### src/rtl/uart_rx.sv
// 8N1 UART receiver with a 2-flop input synchronizer, internal oversampling
// tick divider and mid-bit sampling; bytes are delivered as one-cycle pulses.
module uart_rx #(
    parameter int boud_rate = 9600,
    parameter int clk_freq  = 1000000,
    parameter int sampling  = 16,
    parameter int n         = 9,
    parameter int divisor   = clk_freq / (boud_rate * sampling)
) (
    input  logic       clk,
    input  logic       rstn,
    input  logic       rx,
    output logic [7:0] rx_data,
    output logic       rx_valid,
    output logic       frame_err,
    output logic       busy
);

    localparam int sw = $clog2(sampling);

    localparam logic [n-1:0]  tick_last = n'(divisor - 1);
    localparam logic [n-1:0]  tick_one  = n'(1);
    localparam logic [sw-1:0] scnt_mid  = sw'(sampling / 2 - 1);
    localparam logic [sw-1:0] scnt_last = sw'(sampling - 1);
    localparam logic [sw-1:0] scnt_one  = sw'(1);

    typedef enum logic [2:0] {
        IDLE,
        START,
        DATA,
        STOP,
        BREAK
    } state_t;

    state_t        state_reg,     state_next;
    logic [n-1:0]  tick_cnt_reg,  tick_cnt_next;
    logic [sw-1:0] scnt_reg,      scnt_next;
    logic [2:0]    bit_idx_reg,   bit_idx_next;
    logic [7:0]    shreg_reg,     shreg_next;
    logic [7:0]    rx_data_reg,   rx_data_next;
    logic          rx_valid_reg,  rx_valid_next;
    logic          frame_err_reg, frame_err_next;
    logic          sync1_reg,     sync2_reg;
    logic          rx_s;
    logic          tick;

    // Synchronizer resets to the idle level so reset never looks like a start edge.
    always_ff @(posedge clk or negedge rstn) begin
        if (!rstn) begin
            sync1_reg <= 1'b1;
            sync2_reg <= 1'b1;
        end else begin
            sync1_reg <= rx;
            sync2_reg <= sync1_reg;
        end
    end

    assign rx_s = sync2_reg;
    assign tick = (state_reg != IDLE) && (tick_cnt_reg == tick_last);

    always_ff @(posedge clk or negedge rstn) begin
        if (!rstn) begin
            state_reg     <= IDLE;
            tick_cnt_reg  <= '0;
            scnt_reg      <= '0;
            bit_idx_reg   <= '0;
            shreg_reg     <= '0;
            rx_data_reg   <= '0;
            rx_valid_reg  <= 1'b0;
            frame_err_reg <= 1'b0;
        end else begin
            state_reg     <= state_next;
            tick_cnt_reg  <= tick_cnt_next;
            scnt_reg      <= scnt_next;
            bit_idx_reg   <= bit_idx_next;
            shreg_reg     <= shreg_next;
            rx_data_reg   <= rx_data_next;
            rx_valid_reg  <= rx_valid_next;
            frame_err_reg <= frame_err_next;
        end
    end

    // Divider phase is pinned to 0 while idle so the first tick lands a fixed
    // distance after the synchronized start edge.
    always_comb begin
        tick_cnt_next = tick_cnt_reg;
        if (state_reg == IDLE) begin
            tick_cnt_next = '0;
        end else if (tick) begin
            tick_cnt_next = '0;
        end else begin
            tick_cnt_next = tick_cnt_reg + tick_one;
        end
    end

    always_comb begin
        state_next     = state_reg;
        scnt_next      = scnt_reg;
        bit_idx_next   = bit_idx_reg;
        shreg_next     = shreg_reg;
        rx_data_next   = rx_data_reg;
        rx_valid_next  = 1'b0;
        frame_err_next = 1'b0;

        case (state_reg)
            IDLE: begin
                scnt_next    = '0;
                bit_idx_next = '0;
                if (!rx_s) begin
                    state_next = START;
                end
            end

            START: begin
                if (tick) begin
                    if (scnt_reg == scnt_mid) begin
                        scnt_next    = '0;
                        bit_idx_next = '0;
                        state_next   = rx_s ? IDLE : DATA;
                    end else begin
                        scnt_next = scnt_reg + scnt_one;
                    end
                end
            end

            DATA: begin
                if (tick) begin
                    if (scnt_reg == scnt_last) begin
                        shreg_next   = {rx_s, shreg_reg[7:1]};
                        scnt_next    = '0;
                        bit_idx_next = bit_idx_reg + 3'd1;
                        if (bit_idx_reg == 3'd7) begin
                            state_next = STOP;
                        end
                    end else begin
                        scnt_next = scnt_reg + scnt_one;
                    end
                end
            end

            STOP: begin
                if (tick) begin
                    if (scnt_reg == scnt_last) begin
                        rx_data_next = shreg_reg;
                        scnt_next    = '0;
                        if (rx_s) begin
                            rx_valid_next = 1'b1;
                            state_next    = IDLE;
                        end else begin
                            frame_err_next = 1'b1;
                            state_next     = BREAK;
                        end
                    end else begin
                        scnt_next = scnt_reg + scnt_one;
                    end
                end
            end

            // A line held low after a bad stop bit must go high before re-arming.
            BREAK: begin
                if (rx_s) begin
                    state_next = IDLE;
                end
            end

            default: begin
                state_next = IDLE;
            end
        endcase
    end

    assign rx_data   = rx_data_reg;
    assign rx_valid  = rx_valid_reg;
    assign frame_err = frame_err_reg;
    assign busy      = (state_reg != IDLE);

endmodule

### config.mk
export PLATFORM = sky130hd
export DESIGN_NAME = uart_rx
export DESIGN_NICKNAME = d
export VERILOG_FILES = /design/src/rtl/uart_rx.sv
export SDC_FILE = /design/constraint.sdc
export NUM_CORES = 1
export LEC_CHECK = 0
export CAP_MARGIN = 20
export CORE_MARGIN = 1
export CORE_UTILIZATION = 57
export CTS_CLUSTER_DIAMETER = 120
export CTS_CLUSTER_SIZE = 28
export DETAILED_ROUTE_END_ITERATION = 7
export PLACE_DENSITY = 0.78
export RECOVER_POWER = 100
export SKIP_LAST_GASP = 1
export SLEW_MARGIN = 20
export SYNTH_ARGS = -nofsm -noshare
export SYNTH_HDL_FRONTEND = slang
export SYNTH_SLANG_ARGS = --single-unit
### constraint.sdc
create_clock -name clk -period 2.4 [get_ports clk]
set_input_delay 0.72 -clock clk [delete_from_list [all_inputs] [get_ports clk]]
set_output_delay 0.72 -clock clk [all_outputs]
set_load 0.01 [all_outputs]
==> results of run 1 <==
## kinds of logic (layout without fill, tap and decap cells)
logic type | count (synthesis) | count (layout)
flip-flops | 39 | 39
buffers and inverters | 10 | 31
XOR/XNOR | 9 | 9
AND/OR/NAND/NOR | 51 | 51
AO/OA/AOI/OAI | 22 | 22
adder cells (fa/ha/maj) | 5 | 5
multiplexers | 19 | 19
## how the worst min path moves through the flow
stage / start / to / slack (ns) / cells past startpoint
CTS: rstn / state_reg[2] / 0.37 / 1
global placement: sync1_reg / rx_s / 0.35 / 0
detailed placement: sync1_reg / rx_s / 0.35 / 0
floorplan: sync1_reg / rx_s / 0.35 / 0
global route: sync1_reg / rx_s / 0.37 / 0
finish: sync1_reg / rx_s / 0.37 / 0
## cell type report
cell class / instances / share of cell area
inverter: 5 / 0.00897
sequential: 39 / 0.467
clock inverter: 2 / 0.0179
clock buffer: 6 / 0.0197
timing repair buffer: 18 / 0.0717
tap: 44 / 0.0263
multi-input combinational: 106 / 0.388
## per-stage QoR
step,setup slack [ns],total power (W),instances
global route,0.00387,0.00119,220
CTS,0.0685,0.00115,220
global placement,0.466,0.000721,212
detailed placement,0.460,0.000723,212
finish,0.0828,0.00114,220
floorplan,0.640,0.000698,155
## synth_stat cells (2+ instances only)
cell	count
dfrtp_1	37
mux2_2	16
nor2_1	15
nand2_1	8
xor2_1	7
nand3_1	6
o21ai_0	6
ha_1	5
inv_1	5
a21oi_1	3
a32o_1	3
a311oi_1	2
and3_1	2
buf_2	2
dfstp_2	2
mux2i_1	2
nand2b_1	2
nand4_1	2
or2_2	2
xnor2_1	2
## power by group through the flow
stage,registers (W),clock network (W),logic (W)
3_5_place_dp,0.000675,0,0.0000475
2_1_floorplan,0.000675,0,0.0000228
3_3_place_gp,0.000675,0,0.0000459
4_1_cts,0.000663,0.000442,0.0000476
6_report,0.000663,0.000434,0.0000446
5_1_grt,0.000664,0.000470,0.0000515
## metal layers
metal  vias to the layer above  routed length [um]
met3                         7                  63
met5                         -                   0
li1                        598                   -
met1                       619                1460
met2                        11                1670
met4                         0                  41
==> impl_metrics.env, run 1 <==
export IMPL_synth_xor_xnor_area_share=0.0427
export IMPL_p_comb_frac=0.039
export IMPL_cts_resized=0
export IMPL_synth_top_area_cell="dfrtp_1"
export IMPL_numCtsBuffers=5
export IMPL_ys_flop_type="dfrtp_1"
export IMPL_drtAntennaViolNets=0
export IMPL_core_region_area_um2=3050
export IMPL_wirelength_mm=3.23
export IMPL_synth_mux_area_frac=0.115
export IMPL_crit_path_cell_trace="or3_1 -> clkdlybuf4s50_1"
export IMPL_rows=20
export IMPL_synth_compound_area_share=0.0847
export IMPL_grt_ovfl_total=0
export IMPL_worstRegToRegCells=6
export IMPL_synth_async_sr_flop_share=1.00
export IMPL_placed_area_um2=2030
export IMPL_multi_input_comb_area_um2=812
export IMPL_powerDensity_nw_per_um2=545
export IMPL_track_usage=0.220
export IMPL_end_kind="output port"
export IMPL_cts_hold_buf=0
export IMPL_synth_top_family_by_area="simple AND/OR/NAND/NOR gates"
export IMPL_hold_class="flop to flop"
export IMPL_avgSynthCellArea_um2=11.9
export IMPL_antenna_found_initial=0
export IMPL_worstSetupEndpoint="busy"
export IMPL_fillers=235
export IMPL_drc_errors=0
export IMPL_crit_required_ns=1.68
export IMPL_critical_path_depth=2
export IMPL_fin_util=0.686
export IMPL_die_height_um=58.9
export IMPL_grt_pass1_vias=1286
export IMPL_cp_data_arrival_time_ns=1.60
export IMPL_synth_edf_count=0
export IMPL_path_class="flop to output port"
export IMPL_grtUsageMet3=0.0396
export IMPL_area_growth_pct=13.4
export IMPL_worstSetupStartpointType="flop"
export IMPL_wl_per_cell_um=14.7
export IMPL_ys_seq_elements=39
export IMPL_dieArea_um2=3470
export IMPL_top_usage_layer="met2"
export IMPL_ys_warn_count=0
export IMPL_hold_slack_ns=0.366
export IMPL_diodes=0
export IMPL_nets=183
export IMPL_clkPwrFrac=0.380
export IMPL_setup_viol=0
export IMPL_cts_tree="done"
export IMPL_final_common_cell="dfrtp_1"
export IMPL_post_drt_via_cell_ratio=5.61
export IMPL_internal_power_w=0.000896
export IMPL_drt_pass1_iterations=4
export IMPL_slew_headroom=0.0905
export IMPL_clk_path_buf_depth=2
export IMPL_io_pins=14
export IMPL_cp_top_family="buffers and inverters"
export IMPL_stdcell_area_um2=2090
export IMPL_synth_fa_ha_area_frac=0.0339
export IMPL_ys_types=46
export IMPL_port_buffers=13
export IMPL_cts_sinks=39
export IMPL_dieWidth_um=58.9
export IMPL_fin_tns_setup_ns=0
export IMPL_yosys_area_share_simple=0.166
export IMPL_synth_cell_area_um2=1850
export IMPL_met2_usage=0.380
export IMPL_netSwitchingFraction=0.215
export IMPL_run_status="complete, no violations"
export IMPL_crit_path_max_incr_delay_ns=0.49
export IMPL_cp_slowest_cell="clkdlybuf4s50_1"
export IMPL_syn_nets=163
export IMPL_post_cts_buffers=0
export IMPL_drive_gt1_frac=0.193
export IMPL_worstMarginPinSlew_ns=1.36
export IMPL_use_met1=0.273
export IMPL_post_route_period_util=0.965
export IMPL_ir_drop_mv=0.449
export IMPL_max_freq_mhz=432
export IMPL_vias=1235
export IMPL_reg2reg_to="rx_data[4]"
export IMPL_largest_reg_flops=9
export IMPL_p_switching_w=0.000246
export IMPL_finalHoldViolations=0
export IMPL_worstPathMaxFanout=2
export IMPL_reg2reg_slack_ns=0.23
export IMPL_seq_area_um2=978
export IMPL_ys_seq_area_frac=0.530
export IMPL_grt_max_degree=28
export IMPL_rsz0062_at_grt="no"
export IMPL_syn_inst=155
export IMPL_initial_core_util=0.605
export IMPL_maxCapViolations=0
export IMPL_clock_skew_ns=0.00709
export IMPL_crit_path_start="state_reg[2]"
export IMPL_period_minus_slack_ns=2.32
export IMPL_htree_levels=2
export IMPL_drt_iter0_drc=35
export IMPL_pwr_share_seq=0.581
export IMPL_synth_top_area_frac=0.502
export IMPL_r2r_start="tick_cnt_reg[1]"
export IMPL_cellLeakagePower_nw=1.03
export IMPL_path_buf_inv=1
export IMPL_synthTopCellsByArea="dfrtp_1 (50%), mux2_2 (9.8%), ha_1 (3.4%)"
export IMPL_drv_slew=0
export IMPL_clock_root_buffer="clkbuf_4"
export IMPL_hpwlAfterDp_mm=2.39
export IMPL_grt_pass1_wl_mm=5.60
export IMPL_gp_congestion=0.829
export IMPL_clock_latency_ns=0.34
export IMPL_final_cell_mix="dfrtp_1 (37), mux2_2 (16), nor2_1 (15)"
export IMPL_clk_pin_slew_ns=0.12
No activity file was read; power rests on OpenSTA's default activity.
==> run 2: changes to the inputs <==
==> constraint.sdc (replaced) <==
create_clock -name clk -period 2.4 [get_ports clk]
set_input_delay 0.36 -clock clk [delete_from_list [all_inputs] [get_ports clk]]
set_output_delay 0.36 -clock clk [all_outputs]
set_load 0.01 [all_outputs]
==> run 2 against run 1 <==
The run now ends with max-capacitance violations, max-slew violations left. Via count shrank 2.9%. Critical path depth stayed put. Final cell count down 2.3%. Clock power shrank 26%. Final area down 2.5%. Critical endpoint unchanged. Largest cell class unchanged. Largest power group unchanged. Highest routed layer unchanged.
==> impl_metrics.env, run 2 (same netlist as run 1, synthesis figures left out) <==
export IMPL_worstMarginPinSlew_ns=1.98
export IMPL_stdcell_area_um2=2040
export IMPL_io_pins=14
export IMPL_grt_ovfl_total=0
export IMPL_cp_data_arrival_time_ns=1.83
export IMPL_rsz0062_at_grt="no"
export IMPL_drive_gt1_frac=0.193
export IMPL_cts_hold_buf=0
export IMPL_path_class="flop to output port"
export IMPL_cts_sinks=39
export IMPL_finalHoldViolations=0
export IMPL_p_comb_frac=0.038
export IMPL_hpwlAfterDp_mm=2.14
export IMPL_crit_path_max_incr_delay_ns=0.54
export IMPL_grt_max_degree=40
export IMPL_hold_class="flop to flop"
export IMPL_worstPathMaxFanout=12
export IMPL_fillers=261
export IMPL_drt_pass1_iterations=4
export IMPL_maxCapViolations=1
export IMPL_grt_pass1_wl_mm=5.00
export IMPL_drc_errors=0
export IMPL_dp_cells=207
export IMPL_htree_levels=2
export IMPL_violations="max-capacitance violations, max-slew violations"
export IMPL_final_common_cell="dfrtp_1"
export IMPL_post_route_period_util=0.912
export IMPL_cp_slowest_cell="dfrtp_1"
export IMPL_layoutNonFillerInstCount=215
export IMPL_p_switching_w=0.000239
export IMPL_clk_pin_slew_ns=0.12
export IMPL_run_status="complete, but fails checks"
export IMPL_antenna_found_initial=0
export IMPL_clock_skew_ns=0.00633
export IMPL_drv_slew=40
export IMPL_cts_resized=0
export IMPL_port_buffers=13
export IMPL_dieArea_um2=3470
export IMPL_grt_pass1_vias=1132
export IMPL_wl_per_cell_um=13.6
export IMPL_fin_tns_setup_ns=0
export IMPL_final_cell_mix="dfrtp_1 (37), mux2_2 (16), nor2_1 (15)"
export IMPL_max_freq_mhz=457
export IMPL_wirelength_mm=2.93
export IMPL_largest_reg_flops=9
export IMPL_clkPwrFrac=0.312
export IMPL_finalWorstSetupSlack_ns=0.212
export IMPL_pwr_share_seq=0.649
export IMPL_netSwitchingFraction=0.233
export IMPL_crit_required_ns=2.04
export IMPL_worstSetupStartpointType="flop"
export IMPL_vias=1199
export IMPL_drt_iter0_drc=66
export IMPL_clock_latency_ns=0.34
export IMPL_end_kind="output port"
export IMPL_track_usage=0.196
export IMPL_ir_drop_mv=0.437
export IMPL_cellLeakagePower_nw=1.01
export IMPL_place_ws_ns=0.511
export IMPL_clk_path_buf_depth=2
export IMPL_crit_path_cell_trace="or3_1 -> clkdlybuf4s50_1"
export IMPL_initial_core_util=0.605
export IMPL_numCtsBuffers=5
export IMPL_nets=178
export IMPL_gp_congestion=0.899
export IMPL_die_height_um=58.9
export IMPL_period_minus_slack_ns=2.19
export IMPL_slew_headroom=-0.318
export IMPL_post_cts_buffers=0
export IMPL_powerDensity_nw_per_um2=502
export IMPL_diodes=0
export IMPL_core_region_area_um2=3050
export IMPL_placed_area_um2=1990
export IMPL_area_growth_pct=10.6
export IMPL_post_drt_via_cell_ratio=5.58
export IMPL_cts_tree="done"
export IMPL_clock_root_buffer="clkbuf_4"
export IMPL_setup_viol=0
export IMPL_drtAntennaViolNets=0
export IMPL_internal_power_w=0.000786
export IMPL_dieWidth_um=58.9
export IMPL_rows=20
## run 2: final cells by class
| cell class | count | area, um^2 | area share |
|---|---|---|---|
| flip-flops and latches | 39 | 978 | 0.479 |
| clock inverters | 3 | 20.0 | 0.00980 |
| clock buffers | 5 | 37.5 | 0.0184 |
| multi-input cells | 106 | 808 | 0.396 |
| repair buffers | 13 | 124 | 0.0607 |
| inverters | 5 | 18.8 | 0.00919 |
| well taps | 44 | 55.1 | 0.0270 |
## run 2: stage by stage
step | total power, W | utilization | hold WS [ns]
5_1_grt | 0.00107 | 0.669 | 0.372
3_3_place_gp | 0.000718 | 0.653 | 0.348
3_5_place_dp | 0.000719 | 0.653 | 0.350
6_report | 0.00102 | 0.669 | 0.366
2_1_floorplan | 0.000698 | - | 0.0644
4_1_cts | 0.00104 | 0.672 | 0.121
## run 2: worst max-delay path: cells and delay by family (launching register included)
family	cells	cell delay (ns)
DFF	1	0.54
buffers and inverters	1	0.50
and+or+nand+nor	1	0.45
## run 2: final timing paths
| kind | from | end | cells after the start | slack, ns |
|---|---|---|---|---|
| max | state_reg[0] | busy | 2 | 0.21 |
| min | sync1_reg | rx_s | 0 | 0.37 |
| max reg2reg | tick_cnt_reg[1] | shreg_reg[0] | 6 | 0.41 |
| min reg2reg | sync1_reg | rx_s | 0 | 0.37 |
| max in group asynchronous | rstn | rx_data[0] | 1 | 0.70 |
| min in group asynchronous | rstn | state_reg[1] | 1 | 0.55 |
## run 2: power by group through the flow
stage / logic, W / registers, W / clock network (W)
finish: 0.0000391 / 0.000665 / 0.000320
detailed placement: 0.0000406 / 0.000678 / 0
global placement: 0.0000401 / 0.000678 / 0
CTS: 0.0000408 / 0.000666 / 0.000336
global route: 0.0000448 / 0.000666 / 0.000356
floorplan: 0.0000228 / 0.000675 / 0
## run 2: per-layer routing
layer	share of wire	GRT usage	up-vias	wire length, um
li1	-	-	583	-
met1	0.48	0.267	598	1420
met2	0.48	0.300	13	1410
met3	0.022	0.0593	5	63
met4	0.013	0.0612	0	39
met5	0	0	-	0
